### config.mk
export PLATFORM = sky130hd
export DESIGN_NAME = param_serializer
export DESIGN_NICKNAME = d
export VERILOG_FILES = /design/src/rtl/param_serializer.sv
export SDC_FILE = /design/constraint.sdc
export NUM_CORES = 1
export LEC_CHECK = 0
export CAP_MARGIN = 20
export CORE_UTILIZATION = 49
export CTS_BUF_LIST = sky130_fd_sc_hd__clkbuf_8
export DETAILED_ROUTE_END_ITERATION = 16
export PLACE_DENSITY = 0.84
export RECOVER_POWER = 50
export REMOVE_ABC_BUFFERS = 1
export SLEW_MARGIN = 20
export SYNTH_ARGS = -nofsm -noshare
export SYNTH_HDL_FRONTEND = slang
export SYNTH_SLANG_ARGS = --single-unit
### constraint.sdc
create_clock -name clk_i -period 1.9 [get_ports clk_i]
set_input_delay 0.38 -clock clk_i [delete_from_list [all_inputs] [get_ports clk_i]]
set_output_delay 0.38 -clock clk_i [all_outputs]
set_load 0.02 [all_outputs]
### src/rtl/param_serializer.sv
// Parallel-to-serial converter: sends L selected bits of a DATA_W word, MSB- or LSB-first,
// with gapless back-to-back words, a last-bit marker and a reject pulse.
module param_serializer #(
  parameter int unsigned DATA_W  = 16,
  parameter int unsigned MOD_W   = $clog2(DATA_W) + 1,
  parameter int unsigned MIN_LEN = 3
) (
  input  logic              clk_i,
  input  logic              rst_i,
  input  logic              data_val_i,
  input  logic [DATA_W-1:0] data_i,
  input  logic [MOD_W-1:0]  data_mod_i,
  input  logic              lsb_first_i,
  output logic              ser_data_o,
  output logic              ser_data_val_o,
  output logic              last_o,
  output logic              busy_o,
  output logic              err_o
);

  typedef enum logic {
    IDLE,
    SHIFT
  } state_e;

  state_e            state_q, state_d;
  logic [DATA_W-1:0] shreg_q, shreg_d;
  logic [MOD_W-1:0]  cnt_q, cnt_d;
  logic              lsb_q, lsb_d;
  logic              err_q, err_d;

  logic [MOD_W:0]    len;
  logic              len_ok;
  logic              busy;
  logic              last;
  logic              accept;

  // One extra bit so that the 0 -> DATA_W mapping and the range test never overflow.
  always_comb begin
    len    = (data_mod_i == '0) ? (MOD_W+1)'(DATA_W) : {1'b0, data_mod_i};
    len_ok = (len >= (MOD_W+1)'(MIN_LEN)) && (len <= (MOD_W+1)'(DATA_W));
  end

  assign last   = (state_q == SHIFT) && (cnt_q == '0);
  assign busy   = (state_q == SHIFT) && (cnt_q != '0);
  assign accept = data_val_i && len_ok && !busy;

  always_ff @(posedge clk_i) begin
    if (rst_i) begin
      state_q <= IDLE;
      shreg_q <= '0;
      cnt_q   <= '0;
      lsb_q   <= 1'b0;
      err_q   <= 1'b0;
    end else begin
      state_q <= state_d;
      shreg_q <= shreg_d;
      cnt_q   <= cnt_d;
      lsb_q   <= lsb_d;
      err_q   <= err_d;
    end
  end

  always_comb begin
    state_d = state_q;
    shreg_d = shreg_q;
    cnt_d   = cnt_q;
    lsb_d   = lsb_q;
    err_d   = data_val_i && !accept;
    unique case (state_q)
      IDLE: begin
        if (accept) begin
          state_d = SHIFT;
          shreg_d = data_i;
          cnt_d   = MOD_W'(len - (MOD_W+1)'(1));
          lsb_d   = lsb_first_i;
        end
      end
      SHIFT: begin
        if (last) begin
          // Final bit on the wire: reload for a gapless next word, else drop to IDLE.
          if (accept) begin
            shreg_d = data_i;
            cnt_d   = MOD_W'(len - (MOD_W+1)'(1));
            lsb_d   = lsb_first_i;
          end else begin
            state_d = IDLE;
          end
        end else begin
          shreg_d = lsb_q ? {1'b0, shreg_q[DATA_W-1:1]} : {shreg_q[DATA_W-2:0], 1'b0};
          cnt_d   = cnt_q - MOD_W'(1);
        end
      end
      default: state_d = IDLE;
    endcase
  end

  assign ser_data_val_o = (state_q == SHIFT);
  assign ser_data_o     = (state_q == SHIFT) ? (lsb_q ? shreg_q[0] : shreg_q[DATA_W-1]) : 1'b0;
  assign last_o         = last;
  assign busy_o         = busy;
  assign err_o          = err_q;

endmodule

### Word-level counts from Yosys, hierarchy flattened

Cells that the tools add are included.
Widths: inputs -> output; s select.

* bits in registers: 24
* input bits: 25
* logic and storage cells: 38

* add/sub/neg operators: 2
* magnitude comparators: 2
* eq/ne operators: 1
* muxes and demuxes: 16
* bitwise gates (word level): 1
* reductions and logical operators: 11

Operators by type and width (count)
* $mux 16: 3
* $pmux 16 s2: 1
* $mux 5: 3
* $logic_not 5->1: 2
* $pmux 5 s2: 1
* $sub 5x1->5 const B: 2
* $logic_and 1x1->1: 6
* $mux 1: 6
* $ge 5x2->1 const B: 1
* $le 5x5->1 const B: 1
* $reduce_bool 5->1: 1
* $pmux 1 s2: 2
* $logic_not 1->1: 2
* $ne 2x2->1 const B: 1
* $not 1->1: 1

### Depth between registers and ports, before layout

* word-level depth: 9
* depth in mapped cells: 8

### Least setup slack after synthesis

No wires, ideal clock.

* kind: input to register
* start: input data_mod_i[0]
* end: register shreg_q[0]
* library setup time: 0.147 ns
* data arrival time: 1.636 ns
* data required time: 1.753 ns
* slack: 0.117 ns
* stages on the path: 7
* buffers on the path: 1
* path through: inv_1 ha_1 or3b_4 a21o_1 clkbuf_1 nand3_1 a311oi_2

* cells in the longest elaborated chain, start to end: 9
* elaborated cells between the ends (all ways): 10
* those cells by class: 2 x order compare; 4 x mux; 4 x reduce/logical

Ends and longest elaborated chain
* from (decl): RTL line 12 `input logic [MOD_W-1:0] data_mod_i,`
* $logic_not 5->1: RTL line 40 `len = (data_mod_i == '0) ? (MOD_W+1)'(DATA_W) : {1'b0, data_mod_i};`
* $mux 5 (*): RTL line 40
* $ge 5x2->1 or $le 5x5->1 (tied branches): RTL line 41 `len_ok = (len >= (MOD_W+1)'(MIN_LEN)) && (len <= (MOD_W+1)'(DATA_W));`
* $logic_and 1x1->1 (*): RTL line 41
* $logic_and 1x1->1 (*) (2 in a row): RTL line 46 `assign accept = data_val_i && len_ok && !busy;`
* $mux 16 (*)
* $mux 16
* $pmux 16 s2 (*)
* to (signal assigned): RTL line 57 `shreg_q <= shreg_d;`
* to (decl): RTL line 27 `logic [DATA_W-1:0] shreg_q, shreg_d;`

Mark *: on every way between the ends. The rest lies on a longest branch, timed or not.
A chain may end at the register's enable or synchronous reset.

### Worst setup path after layout

* start: register cnt_q[0]
* end: output busy_o

* cells in the longest elaborated chain, start to end: 2

Ends and longest elaborated chain
* from (decl): RTL line 28 `logic [MOD_W-1:0] cnt_q, cnt_d;`
* from (signal assigned): RTL line 58 `cnt_q <= cnt_d;`
* $reduce_bool 5->1: RTL line 45 `assign busy = (state_q == SHIFT) && (cnt_q != '0);`
* $logic_and 1x1->1: RTL line 45
* to (decl): RTL line 17 `output logic busy_o,`

No other way between the ends.

==> reports/metrics.yaml <==
outcome:
  run_status: "finished, final reports clean"
pwr:
  seq_power_share_pct: 39.2
  clock_power_share_pct: 30.5
  power_frac_comb_pct: 30.3
  power.share.switching_pct: 28.4
  p_int_mw: 1.07
  vdd_ir_drop_max_uv: 519
  post-layout-total-power_mw: 1.50
  p_sw_mw: 0.425
  power_density_nw_per_um2: 640
  power.leakage_nw: 0.885
synthesis:
  synth_edf_count: 0
  post_synth_top_area_share_pct: 29.1
  netlist.top_cell.by_area: "sky130_fd_sc_hd__dfxtp_1"
  mappedNetlistArea_um2: 1650
  postSynthAreaPerCell_um2: 8.91
  netlist-cell-type-count: 43
  synth.top_cells.by_area: "sky130_fd_sc_hd__dfxtp_1, sky130_fd_sc_hd__a311oi_2, sky130_fd_sc_hd__a211oi_1"
  yosys_most_used_dff: "sky130_fd_sc_hd__dfxtp_1"
  yosys_warnings: 0
  postSynth.asyncResetShare_pct: 0
  synth_seq_cells: 24
  syn-instance-count: 185
  ys_seq_area_share_pct: 29.1
min_path:
  holdCritPathClass: "flop to flop"
drt:
  routed_wirelength_um: 4940
  routed.top_layer: "met4"
  detailedRoute.firstIterationViolations: 180
  wl_per_cell_um: 17.7
  first_pass_iters: 4
  wl_met1_um: 2020
  routed_via_density: 6.17
  dr_total_vias: 1721
  wl_met3_um: 357
  final_antenna_net_count: 0
  dr_wl_met2_um: 2470
  drc_errors: 0
cells_and_area:
  fillers: 209
  nNetsFinal: 265
  multi_input_comb_area_um2: 1100
  area_delta_synth_final_pct: 42.0
  share_of_post_route_cells_with_drive_strength_above_1_pct: 31.9
  design_area_um2: 2340
  area.sequential_um2: 482
  n_antenna_cell: 0
sta:
  fin_worst_skew_ns: 0.00182
  final-max-slew-violation-count: 0
  maxSlewHeadroom_pct: 70.0
  final_min_period_over_clock_period_pct: 95.3
  hold_slack_ns: 0.535
  timing.final.crit_period_ns: 1.81
  maximum_clock_rate_ghz: 0.552
  final_hold_violation_count: 0
  worst_slew_pin_slew_ns: 0.450
  finalSetupViolCount: 0
  totalNegativeSetupSlack_ns: 0
critical_path:
  cp.required_ns: 1.52
  critical_path_class: "flop to output port"
  worstPathArrival_ns: 1.43
  startpoint_type: "flop"
  crit_path_max_fanout: 2
  crit_end_category: "output port"
placed_design:
  globalplace.congestion: 0.785
  dpl-instance-area_um2: 2110
  place.port_buffers: 29
  half_perimeter_wire_length_of_the_detailed_placement_result_um: 3090
floorplan:
  pin_count: 30
  fp.coreArea_um2: 3130
  die_area_um2: 3600
  die_y_um: 60.0
  die_x_um: 60.0
  floorplan.initialDensity_pct: 52.7
  floorplan.rows: 20
clocking:
  clockBufferDepth: 2
  worst_skew_pair.late_latency_ns: 0.27
  clock_buffer_count_from_cts: 3
  cts_tree: "yes"
  cts.reportedPaths.clkPinSlew_ns: 0.09
  clock_tree.htree_level_count: 1
  clock_sinks: 24
  cts.root.buffer_cell: "sky130_fd_sc_hd__clkbuf_8"
global_routing:
  number_of_antenna_violations_at_the_first_check_in_global_routing: 0
  track_usage_pct: 29.3
  global_route.overflow_total: 0
  first_global_vias: 1684
  maximum_number_of_pins_on_one_net_before_global_route_repair: 39
  global_route_wire_length_before_repair_um: 7870
flow_run:
  drv_cap: 0
[worst max-delay path, stage by stage, from the launching register on]
cell and delay, ns:
sky130_fd_sc_hd__dfxtp_1 0.32, sky130_fd_sc_hd__inv_1 0.06, sky130_fd_sc_hd__ha_2 0.19, sky130_fd_sc_hd__nor4b_4 0.21
sky130_fd_sc_hd__nand2b_4 0.18, sky130_fd_sc_hd__inv_1 0.06, sky130_fd_sc_hd__buf_2 0.15
[repair_timing]
item	4_1_cts	5_1_grt
setup buffers	2	4
gates resized for setup	19	19
gates cloned	3	0
hold buffers	0	0
setup endpoints to repair	27	25
pin swaps	5	4
[layer usage]
layer | GRT usage [%] | vias to the layer above
met1 | 36.2 | 818
met3 | 5.63 | 14
met4 | 12.0 | 0
met2 | 49.5 | 77
li1 | - | 812
met5 | 0 | -
[final timing paths]
kind,start,to,slack [ns],depth (start not counted)
max,cnt_q[0],busy_o,0.09,6
min,shreg_q[13],shreg_q[13],0.54,2
min reg2reg,shreg_q[13],shreg_q[13],0.54,2
max reg2reg,cnt_q[0],err_o,0.15,7
[stage by stage]
stage          utilization, %  setup WS (ns)  cells
2_1_floorplan               -         -0.820    167
3_3_place_gp             67.5         -0.404    266
3_5_place_dp             67.5         -0.521    266
4_1_cts                  73.2        0.00685    275
5_1_grt                  74.8       -0.00573    279
6_report                 74.8         0.0900    279
[kinds of logic after synthesis]
logic type                 Yosys count  synth area share (%)
DFF                                 24                  29.1
AOI/OAI and AO/OA                   74                  37.6
buffers and inverters               25                  7.89
xor gates and xnor gates             1                 0.531
adders and majority gates            4                  3.04
muxes                                2                  1.21
and+or+nand+nor                     55                  20.6
[sequential cells by signal (all words and copies together), names as in the netlist]
| signal | flops |
|---|---|
| lsb_q | 1 |
| ser_data_val_o | 1 |
| shreg_q | 16 |
| cnt_q | 5 |
| err_o | 1 |
[synthesized netlist by cell type (3+ instances only)]
library cell               instances
sky130_fd_sc_hd__a21oi_1           4
sky130_fd_sc_hd__clkbuf_1          6
sky130_fd_sc_hd__o31ai_1           3
sky130_fd_sc_hd__nor2b_1           3
sky130_fd_sc_hd__o21ai_0           9
sky130_fd_sc_hd__a211oi_1         15
sky130_fd_sc_hd__nand3_1          17
sky130_fd_sc_hd__dfxtp_1          24
sky130_fd_sc_hd__a311oi_2         15
sky130_fd_sc_hd__nor3b_1           3
sky130_fd_sc_hd__buf_4             4
sky130_fd_sc_hd__o21ai_1          14
sky130_fd_sc_hd__buf_2             5
sky130_fd_sc_hd__ha_1              4
sky130_fd_sc_hd__and2_1           14
sky130_fd_sc_hd__inv_1             7
[power by group through the flow]
stage | clock (mW) | combinational, mW | sequential, mW
floorplan | 0 | 0.193 | 0.588
global placement | 0 | 0.369 | 0.587
detailed placement | 0 | 0.385 | 0.590
CTS | 0.454 | 0.425 | 0.580
global route | 0.481 | 0.482 | 0.591
finish | 0.457 | 0.453 | 0.587
[final cells by class]
type                       instances  area share [%]
clock buffer                       3            1.76
clock inverter                     1            1.28
inverter                           7            1.12
multi-input combinational        136            46.8
sequential                        24            20.6
tap                               44            2.35
timing repair buffer              64            26.1
[layout by cell type (no fill, tap or decap), types with 3 or more instances in the layout]
cell type,instances
sky130_fd_sc_hd__o21ai_0,8
sky130_fd_sc_hd__nand3_1,16
sky130_fd_sc_hd__nor3b_1,3
sky130_fd_sc_hd__inv_1,5
sky130_fd_sc_hd__o21ai_1,14
sky130_fd_sc_hd__clkdlybuf4s50_1,19
sky130_fd_sc_hd__buf_4,25
sky130_fd_sc_hd__dlygate4sd2_1,3
sky130_fd_sc_hd__dfxtp_1,23
sky130_fd_sc_hd__and2_1,14
sky130_fd_sc_hd__clkbuf_8,3
sky130_fd_sc_hd__a21oi_1,4
sky130_fd_sc_hd__o31ai_1,3
sky130_fd_sc_hd__a311oi_2,15
sky130_fd_sc_hd__clkbuf_2,4
sky130_fd_sc_hd__a211oi_1,15
sky130_fd_sc_hd__nor2b_1,3
sky130_fd_sc_hd__buf_6,4
Power figures use the tool's default switching activity.
